$ cat config.mk
export PLATFORM = sky130hd
export DESIGN_NAME = golden_nonce_reporter
export DESIGN_NICKNAME = d
export VERILOG_FILES = /design/src/rtl/miner_pkg.sv /design/src/rtl/golden_nonce_reporter_uart_tx_byte.sv /design/src/rtl/golden_nonce_reporter.sv
export SDC_FILE = /design/constraint.sdc
export NUM_CORES = 1
export LEC_CHECK = 0
export CAP_MARGIN = 15
export CORE_MARGIN = 1
export CORE_UTILIZATION = 60
export CTS_CLUSTER_SIZE = 10
export DETAILED_ROUTE_END_ITERATION = 10
export PLACE_DENSITY = 0.8
export SLEW_MARGIN = 20
export SYNTH_ARGS = -nofsm -noshare
export SYNTH_HDL_FRONTEND = slang
export SYNTH_SLANG_ARGS = --single-unit
$ cat constraint.sdc
create_clock -name clk -period 3.9 [get_ports clk]
set_clock_uncertainty 0.1 [all_clocks]
set_input_delay 0.78 -clock clk [delete_from_list [all_inputs] [get_ports clk]]
set_output_delay 0.78 -clock clk [all_outputs]
set_load 0.05 [all_outputs]
$ cat src/rtl/miner_pkg.sv
// Shared constants and the serial transmitter state type for the mining result path.
package miner_pkg;
    localparam int         NONCE_W              = 32;
    localparam int         UART_BITS_PER_BYTE   = 10;
    localparam logic [7:0] SYNC_BYTE            = 8'hAA;
    localparam int         DEFAULT_NONCE_OFFSET = 132;

    typedef enum logic [1:0] {IDLE, START, DATA, STOP} tx_state_t;
endpackage

$ cat src/rtl/golden_nonce_reporter_uart_tx_byte.sv
// 8N1 byte transmitter: load/ready handshake, per-bit down-counter, start/stop framing.
// Loading during the last cycle of a stop bit chains the next byte with no idle gap.
module uart_tx_byte
    import miner_pkg::*;
#(
    parameter int CLK_DIV = 434
) (
    input  logic       clk,
    input  logic       reset,
    input  logic       i_load,
    input  logic [7:0] i_byte,
    output logic       o_ready,
    output logic       o_busy,
    output logic       o_tx
);
    localparam int              TW         = $clog2(CLK_DIV);
    localparam logic [TW-1:0]   BIT_RELOAD = TW'(CLK_DIV - 1);
    localparam logic [TW-1:0]   TIMER_ONE  = TW'(1);
    localparam logic [2:0]      LAST_BIT   = 3'(UART_BITS_PER_BYTE - 3);

    tx_state_t     r_state;
    logic [TW-1:0] r_timer;
    logic [7:0]    r_shift;
    logic [2:0]    r_bit;
    logic          r_tx;
    logic          w_bit_done;

    assign w_bit_done = (r_timer == '0);

    always_ff @(posedge clk or posedge reset) begin
        if (reset) begin
            r_state <= IDLE;
            r_timer <= '0;
            r_shift <= '0;
            r_bit   <= '0;
            r_tx    <= 1'b1;
        end else begin
            unique case (r_state)
                IDLE: begin
                    if (i_load) begin
                        r_state <= START;
                        r_tx    <= 1'b0;
                        r_timer <= BIT_RELOAD;
                        r_shift <= i_byte;
                    end
                end
                START: begin
                    if (w_bit_done) begin
                        r_state <= DATA;
                        r_tx    <= r_shift[0];
                        r_shift <= {1'b0, r_shift[7:1]};
                        r_bit   <= '0;
                        r_timer <= BIT_RELOAD;
                    end else begin
                        r_timer <= r_timer - TIMER_ONE;
                    end
                end
                DATA: begin
                    if (w_bit_done) begin
                        r_timer <= BIT_RELOAD;
                        if (r_bit == LAST_BIT) begin
                            r_state <= STOP;
                            r_tx    <= 1'b1;
                        end else begin
                            r_tx    <= r_shift[0];
                            r_shift <= {1'b0, r_shift[7:1]};
                            r_bit   <= r_bit + 3'd1;
                        end
                    end else begin
                        r_timer <= r_timer - TIMER_ONE;
                    end
                end
                STOP: begin
                    if (w_bit_done) begin
                        if (i_load) begin
                            r_state <= START;
                            r_tx    <= 1'b0;
                            r_timer <= BIT_RELOAD;
                            r_shift <= i_byte;
                        end else begin
                            r_state <= IDLE;
                        end
                    end else begin
                        r_timer <= r_timer - TIMER_ONE;
                    end
                end
                default: r_state <= IDLE;
            endcase
        end
    end

    assign o_ready = (r_state == IDLE) || ((r_state == STOP) && w_bit_done);
    assign o_busy  = (r_state != IDLE);
    assign o_tx    = r_tx;
endmodule

$ cat src/rtl/golden_nonce_reporter.sv
// Golden-nonce reporter: offset correction, result FIFO and 4-byte UART framing to the host.
// Define GOLDEN_NONCE_SYNC_EN to prefix every frame with the 0xAA sync byte.
module golden_nonce_reporter
    import miner_pkg::*;
#(
    parameter int NONCE_OFFSET = DEFAULT_NONCE_OFFSET,
    parameter int FIFO_DEPTH   = 4,
    parameter int CLK_DIV      = 434
) (
    input  logic                        clk,
    input  logic                        reset,
    input  logic                        golden_valid,
    input  logic [NONCE_W-1:0]          golden_nonce_in,
    input  logic                        flush,
    output logic                        uart_tx,
    output logic [$clog2(FIFO_DEPTH):0] fifo_count,
    output logic                        overflow,
    output logic                        busy
);
    localparam int             AW      = $clog2(FIFO_DEPTH);
    localparam logic [AW-1:0]  PTR_ONE = AW'(1);
    localparam logic [AW:0]    CNT_ONE = (AW + 1)'(1);
    localparam logic [AW:0]    CNT_MAX = (AW + 1)'(FIFO_DEPTH);
`ifdef GOLDEN_NONCE_SYNC_EN
    localparam logic [2:0]     BYTES_AFTER_FIRST = 3'd4;
`else
    localparam logic [2:0]     BYTES_AFTER_FIRST = 3'd3;
`endif

    logic [NONCE_W-1:0] r_mem [FIFO_DEPTH];
    logic [AW-1:0]      r_wr_ptr;
    logic [AW-1:0]      r_rd_ptr;
    logic [AW:0]        r_count;
    logic               r_overflow;
    logic [NONCE_W-1:0] r_shift;
    logic [2:0]         r_bytes_left;

    logic [NONCE_W-1:0] w_head;
    logic               w_full, w_pop, w_push, w_drop, w_next, w_load;
    logic [7:0]         w_first_byte, w_byte;
    logic               w_tx_ready, w_tx_busy, w_tx;

    assign w_head = r_mem[r_rd_ptr];
    assign w_full = (r_count == CNT_MAX);
    // A flush discards everything queued, so it also blocks a pop and a same-edge push.
    assign w_pop  = !w_tx_busy && (r_count != '0) && !flush;
    assign w_push = golden_valid && !flush && (!w_full || w_pop);
    assign w_drop = golden_valid && !flush && w_full && !w_pop;
    assign w_next = (r_bytes_left != 3'd0) && w_tx_ready && w_tx_busy;
    assign w_load = w_pop || w_next;

`ifdef GOLDEN_NONCE_SYNC_EN
    assign w_first_byte = SYNC_BYTE;
`else
    assign w_first_byte = w_head[7:0];
`endif
    assign w_byte = w_pop ? w_first_byte : r_shift[7:0];

    always_ff @(posedge clk) begin
        if (w_push) r_mem[r_wr_ptr] <= golden_nonce_in - NONCE_W'(NONCE_OFFSET);
    end

    always_ff @(posedge clk or posedge reset) begin
        if (reset) begin
            r_wr_ptr     <= '0;
            r_rd_ptr     <= '0;
            r_count      <= '0;
            r_overflow   <= 1'b0;
            r_shift      <= '0;
            r_bytes_left <= '0;
        end else begin
            if (flush) begin
                r_wr_ptr   <= '0;
                r_rd_ptr   <= '0;
                r_count    <= '0;
                r_overflow <= 1'b0;
            end else begin
                if (w_push) r_wr_ptr <= r_wr_ptr + PTR_ONE;
                if (w_pop)  r_rd_ptr <= r_rd_ptr + PTR_ONE;
                if (w_push && !w_pop)      r_count <= r_count + CNT_ONE;
                else if (w_pop && !w_push) r_count <= r_count - CNT_ONE;
                if (w_drop) r_overflow <= 1'b1;
            end
            // The in-flight frame is sequenced independently of flush so it always completes.
            if (w_pop) begin
`ifdef GOLDEN_NONCE_SYNC_EN
                r_shift <= w_head;
`else
                r_shift <= w_head >> 8;
`endif
                r_bytes_left <= BYTES_AFTER_FIRST;
            end else if (w_next) begin
                r_shift      <= r_shift >> 8;
                r_bytes_left <= r_bytes_left - 3'd1;
            end
        end
    end

    uart_tx_byte #(.CLK_DIV(CLK_DIV)) u_tx (
        .clk     (clk),
        .reset   (reset),
        .i_load  (w_load),
        .i_byte  (w_byte),
        .o_ready (w_tx_ready),
        .o_busy  (w_tx_busy),
        .o_tx    (w_tx)
    );

    assign uart_tx    = w_tx;
    assign fifo_count = r_count;
    assign overflow   = r_overflow;
    assign busy       = w_tx_busy;
endmodule

## Word-level counts from Yosys, hierarchy flattened

Memory sizes are Yosys's and may differ from the RTL's.
Cells that the tools add are included.

| word-level totals | value |
|---|---|
| flip-flop bits (word level) | 66 |
| latch bits | 0 |
| RAM bits | 128 |
| ROM bits | 0 |
| output and inout port bits | 6 |
| word-level logic and storage cells | 109 |
| memories kept | 1 |

| cells by class | value |
|---|---|
| add/subtract/negate cells | 8 |
| multiply operators | 0 |
| div/mod/pow operators | 0 |
| magnitude comparators | 0 |
| equality and inequality tests | 11 |
| shifts and indexed selects | 0 |
| mux-type cells | 43 |
| bitwise operators | 0 |
| reduce and logical (&&, ||, !) cells | 35 |

Memory list:

| name | words | width | rd ports | clocked after memory_dff | write ports | line | text |
|---|---|---|---|---|---|---|---|
| r_mem | 4 | 32 | 1 | 0 | 1 | golden_nonce_reporter.sv:30 | `logic [NONCE_W-1:0] r_mem [FIFO_DEPTH];` |

Operator list:

| operator | number |
|---|---|
| $mux 32 | 2 |
| $mux 8 | 6 |
| $pmux 8 s4 | 1 |
| $sub 32x8->32 const B | 1 |
| $mux 9 | 3 |
| $pmux 9 s3 | 1 |
| $mux 3 | 8 |
| $mux 2 | 9 |
| $reduce_bool 2->1 | 6 |
| $logic_and 1x1->1 | 11 |
| $mux 1 | 10 |
| $ne 2x1->1 const B | 5 |
| $logic_not 9->1 | 1 |
| $reduce_bool 3->1 | 3 |
| $sub 9x1->9 const B | 1 |
| $pmux 2 s4 | 1 |
| $reduce_and 4->1 | 2 |
| $add 3x1->3 const B | 2 |
| $eq 3x3->1 const B | 2 |
| $pmux 3 s2 | 1 |
| $sub 3x1->3 const B | 2 |
| $logic_not 1->1 | 5 |
| $reduce_and 5->1 | 1 |
| $add 2x1->2 const B | 2 |
| 8 further kinds | 11 |

## Depth between registers and ports, before layout

| depth | value |
|---|---|
| word-level depth | 11 |
| gate-level depth with buffers | 10 |
| gate-level depth less buffers | 9 |

## Hierarchy

Synthesis repeated with hierarchy kept, for this count alone.

| second synthesis, totals | value |
|---|---|
| cells, all modules | 606 |
| area, all modules | 8451.9 um^2 |

Modules (own cells, without submodules):

| module | times used | cells an instance | area an instance (um^2) | sequential area each (um^2) |
|---|---|---|---|---|
| golden_nonce_reporter | 1 | 468 | 7011.7 | 4719.5 |
| uart_tx_byte | 1 | 138 | 1440.1 | 576.8 |

## Least setup slack after synthesis

No wires, ideal clock.

| path | value |
|---|---|
| path type | register to register |
| start point | register r_count[0], in the netlist fifo_count[0] |
| end point | memory r_mem[0][0], enable pin |
| data arrival time | 2402 ps |
| data required time | 3408 ps |
| slack | 1006 ps |
| cell stages (with the launch flop) | 5 |
| path buffers | 1 |
| period minus slack after synthesis | 2894 ps |
| cell sequence | dfrtp_1 clkbuf_1 nor4b_1 nor3b_1 and2_1 |

| on the way | value |
|---|---|
| word-level cells in the longest chain between the ends | 7 |

Ends and longest elaborated chain:

| element | line | text |
|---|---|---|
| start: declaration | golden_nonce_reporter.sv:33 | `logic [AW:0] r_count;` |
| start signal: assignment | golden_nonce_reporter.sv:80 | `if (w_push && !w_pop) r_count <= r_count + CNT_ONE;` |
| start signal: assignment | golden_nonce_reporter.sv:81 | `else if (w_pop && !w_push) r_count <= r_count - CNT_ONE;` |
| $reduce_bool 3->1 | golden_nonce_reporter.sv:46 | `assign w_pop = !w_tx_busy && (r_count != '0) && !flush;` |
| $logic_and 1x1->1 (2 in a row) | golden_nonce_reporter.sv:46 |  |
| $logic_or 1x1->1 (*) | golden_nonce_reporter.sv:47 | `assign w_push = golden_valid && !flush && (!w_full \|\| w_pop);` |
| $logic_and 1x1->1 (*) | golden_nonce_reporter.sv:47 |  |
| $mux 1 (*) | golden_nonce_reporter.sv:60 | `if (w_push) r_mem[r_wr_ptr] <= golden_nonce_in - NONCE_W'(NONCE_OFFSET);` |
| $mux 1 (not written as such) (*) | golden_nonce_reporter.sv:60 |  |
| end: declaration | golden_nonce_reporter.sv:30 |  |

Mark *: on every way between the ends. The rest lies on a longest branch, timed or not.

## Worst setup path in the final report

| path | value |
|---|---|
| start point | input golden_nonce_in[2] |
| end point | memory r_mem[1][20] (data pin) |

| on the way | value |
|---|---|
| word-level cells in the longest chain between the ends | 1 |

Ends and longest elaborated chain:

| element | line | text |
|---|---|---|
| start: declaration | golden_nonce_reporter.sv:13 | `input logic [NONCE_W-1:0] golden_nonce_in,` |
| $sub 32x8->32 | golden_nonce_reporter.sv:60 |  |

No other way between the ends.

==> key figures <==
Critical path
  – Crit path capture type: register
  – Crit start category: input port
  – Worst reg2reg path endpoint: fifo_count[2]$_DFFE_PP0P_
  – Crit Path Class: in -> reg
  – CP max FO: 5
  – Reg-to-Reg Start: u_tx.r_state[1]$_DFFE_PP0P_
  – Worst Path Required: 4.02 ns
  – R2R Setup Slk: 0.79 ns
  – Worst reg2reg path depth: 10
  – Data arrival, critical path: 3.27 ns

Routing
  – Pre-antenna DRT Iters: 5
  – DRT Wirelength: 17210 um
  – DR iter-0 viols: 422
  – Via count: 5330
  – Remaining DRCs: 0
  – Final ANT Viol Nets: 0
  – Vias per cell: 6.278
  – WL/cell: 20.27 um

Synth
  – Syn nets: 666
  – Seq/Total Area, Yosys: 62.39%
  – Distinct cells, synth: 61
  – Asr flop ratio synth: 31.18%
  – Top-area cell type share of the netlist area: 45.28%
  – Leading area contributor after synthesis: edfxtp_1
  – Post-synthesis register bit count: 186
  – Synth warnings: 0
  – Post-Syn Instances: 613
  – Post-synth EDFFs: 128
  – Post-synth top flop: edfxtp_1
  – Syn_area_per_cell: 13.85 um^2
  – Cell Area, Synth: 8489 um^2
  – Largest cells by area after synthesis: edfxtp_1 (45%), dfrtp_1 (17%), mux4_2 (8.5%)

Timing
  – Fmax: 0.3173 GHz
  – Worst rel slew slack: 39.62%
  – Sum Neg Setup Slack: 0 ns
  – Final period util: 80.80%
  – Slew Viols, Final: 0
  – Worst Max-Slew Pin Slew: 0.9034 ns
  – Final hold violation count: 0
  – Final setup margin: 0.7488 ns
  – Final setup fails: 0
  – Final worst path period need: 3.151 ns
  – Unrepaired setup endpoints after global routing: false

CTS
  – CTS Buf Count: 17
  – Root Buffer Master: clkbuf_16
  – CTS max path bufs: 2
  – TritonCTS clock tree: yes
  – CTS resizes: 0
  – CTS Hold Bufs: 0
  – # H-tree levels: 4
  – Post-CTS setup buffers: 0
  – CTS sink cnt: 186
  – Clk_lat worst skew: 0.43 ns
  – Clock transition at path regs: 0.06 ns

Placed design
  – Post-Place Worst Slack: 0.3562 ns
  – Placed insts: 817
  – Port buffer count: 41
  – Final GP Congestion: 0.8216
  – Detailed placement HPWL: 11170 um

Hold path
  – Hold Crit Class: reg -> reg
  – Cells on Worst Hold Path: 2
  – Worst Hold Path EP: overflow$_DFFE_PP0P_
  – Hold path startpoint: overflow$_DFFE_PP0P_

Global routing
  – GRT overflow: 0
  – Vias in the first global route: 5413
  – First-pass GRT wire length: 28210 um
  – Initial antenna violation count: 0
  – Largest net degree at the start of global routing: 36
  – Overall routing resource usage: 25.87%

Die
  – IO Pins: 42
  – Die Area: 14630 um^2
  – Starting Density: 61.40%
  – Row cnt: 43
  – Core region area: 13830 um^2
  – Die X: 121.0 um
  – Die H: 121.0 um

Finish
  – Fin nets: 709
  – Area delta synth->final: 14.15%
  – Layout cells sized above 1: 15.55%
  – Antenna Diode Count: 0
  – Final cell count without fillers: 849

Power
  – LEAKAGE: 3.488 nW
  – Max VDD drop: 0.0004194 V
  – PD cells: 426.9 nW/um^2

Status
  – Status: completed

Job
  – Maxcap violations: 0
==> worst max-delay path: stages <==
cell	delay, ns
clkdlybuf4s50_1	0.44
inv_1	0.16
ha_1	0.25
or4b_1	0.58
a2111oi_2	0.62
nand2_1	0.13
xnor2_1	0.30
==> metal layers <==
layer	vias up	share of wire [%]	global-route usage (%)
met5	-	0	0
li1	2422	-	-
met2	173	51	43.54
met4	0	2.0	9.568
met3	24	5.2	4.699
met1	2711	41	33.75
==> logic make-up after synthesis <==
kind of cell / after synthesis / share of synthesized area (%)
muxes: 42 / 9.801
adders and majority gates: 17 / 2.594
AOI/OAI and AO/OA: 91 / 8.018
buffers and inverters: 61 / 2.962
xor gates and xnor gates: 30 / 3.095
DFF: 186 / 62.39
and+or+nand+nor: 186 / 11.14
==> layout make-up <==
class / count / area, um^2
clock buffers: 18 / 429.2
clock inverters: 14 / 163.9
fillers: 881 / 4136
inverters: 29 / 108.9
multi-input cells: 366 / 2942
flip-flops and latches: 186 / 5299
well taps: 180 / 225.2
repair buffers: 56 / 523.0
==> per-stage QoR <==
step	power, mW	area (um^2)	hold slack, ns	util (%)
after global routing	4.240	9691	0.4263	70.08
after detailed placement	2.440	9097	0.3915	65.80
after floorplan	2.335	8489	0.3657	-
after CTS	4.151	9691	0.4093	70.08
after global placement	2.427	9097	0.3885	65.80
final	4.137	9691	0.4033	70.08
==> synth_stat cells (all sizes together), types with 7 or more instances <==
cell type,n
o21ai,13
nand3,10
nor3,7
nand2b,7
nor2,40
inv,28
a31oi,18
o311ai,7
mux4,32
buf,10
dfrtp,57
a22o,11
ha,16
edfxtp,128
xnor2,26
a21oi,13
mux2,9
nand4,17
nand2,63
clkbuf,22
==> where the power goes <==
group	total [mW]	switching [mW]	internal [mW]
logic	0.218	0.127	0.0905
clock network	1.74	0.775	0.962
registers	2.18	0.0192	2.16
==> cell usage in the layout, fill, tap and decap left out, types with 3 or more instances in the layout <==
master | Yosys | routed
clkinvlp_4 | 0 | 3
inv_8 | 0 | 4
nor4_1 | 5 | 5
clkdlybuf4s50_1 | 0 | 41
nand4b_1 | 3 | 3
nand2b_1 | 7 | 7
nor4b_1 | 4 | 4
nor2_1 | 40 | 40
mux2_2 | 9 | 9
xor2_1 | 4 | 4
ha_1 | 16 | 16
o211ai_1 | 3 | 3
o311ai_0 | 7 | 7
nor3_1 | 7 | 7
or4_1 | 6 | 6
clkbuf_16 | 0 | 17
dfrtp_1 | 57 | 55
nand3_1 | 10 | 10
inv_1 | 28 | 27
o21ai_0 | 13 | 13
and2_1 | 5 | 5
o21a_1 | 4 | 4
a211oi_1 | 3 | 3
nand4_1 | 17 | 17
mux4_2 | 32 | 32
a21oi_1 | 13 | 13
xnor2_1 | 26 | 26
a31oi_1 | 18 | 18
a22o_1 | 8 | 8
nand2_1 | 63 | 63
a22o_2 | 3 | 3
or3_1 | 5 | 5
a221oi_1 | 3 | 3
buf_4 | 0 | 15
edfxtp_1 | 128 | 128
==> worst max path at each step <==
stage	endpoint	startpoint	slack, ns
CTS	r_mem[1][20]$_DFFE_PP_	golden_nonce_in[2]	0.73
finish	r_mem[1][20]$_DFFE_PP_	golden_nonce_in[2]	0.75
global route	r_mem[1][20]$_DFFE_PP_	golden_nonce_in[2]	0.57
detailed placement	r_mem[3][18]$_DFFE_PP_	golden_nonce_in[2]	0.36
floorplan	r_mem[0][0]$_DFFE_PP_	fifo_count[0]$_DFFE_PP0P_	1.01
global placement	r_mem[0][22]$_DFFE_PP_	golden_nonce_in[2]	0.51
==> state kept, by name, indices dropped and copies added, names as in the netlist <==
name and cells:
fifo_count 3, overflow 1, r_bytes_left 3, r_mem 128, r_rd_ptr 2, r_shift 24
r_wr_ptr 2, u_tx.o_tx 1, u_tx.r_bit 3, u_tx.r_shift 8, u_tx.r_state 2, u_tx.r_timer 9
No activity file was read; power rests on OpenSTA's default activity.
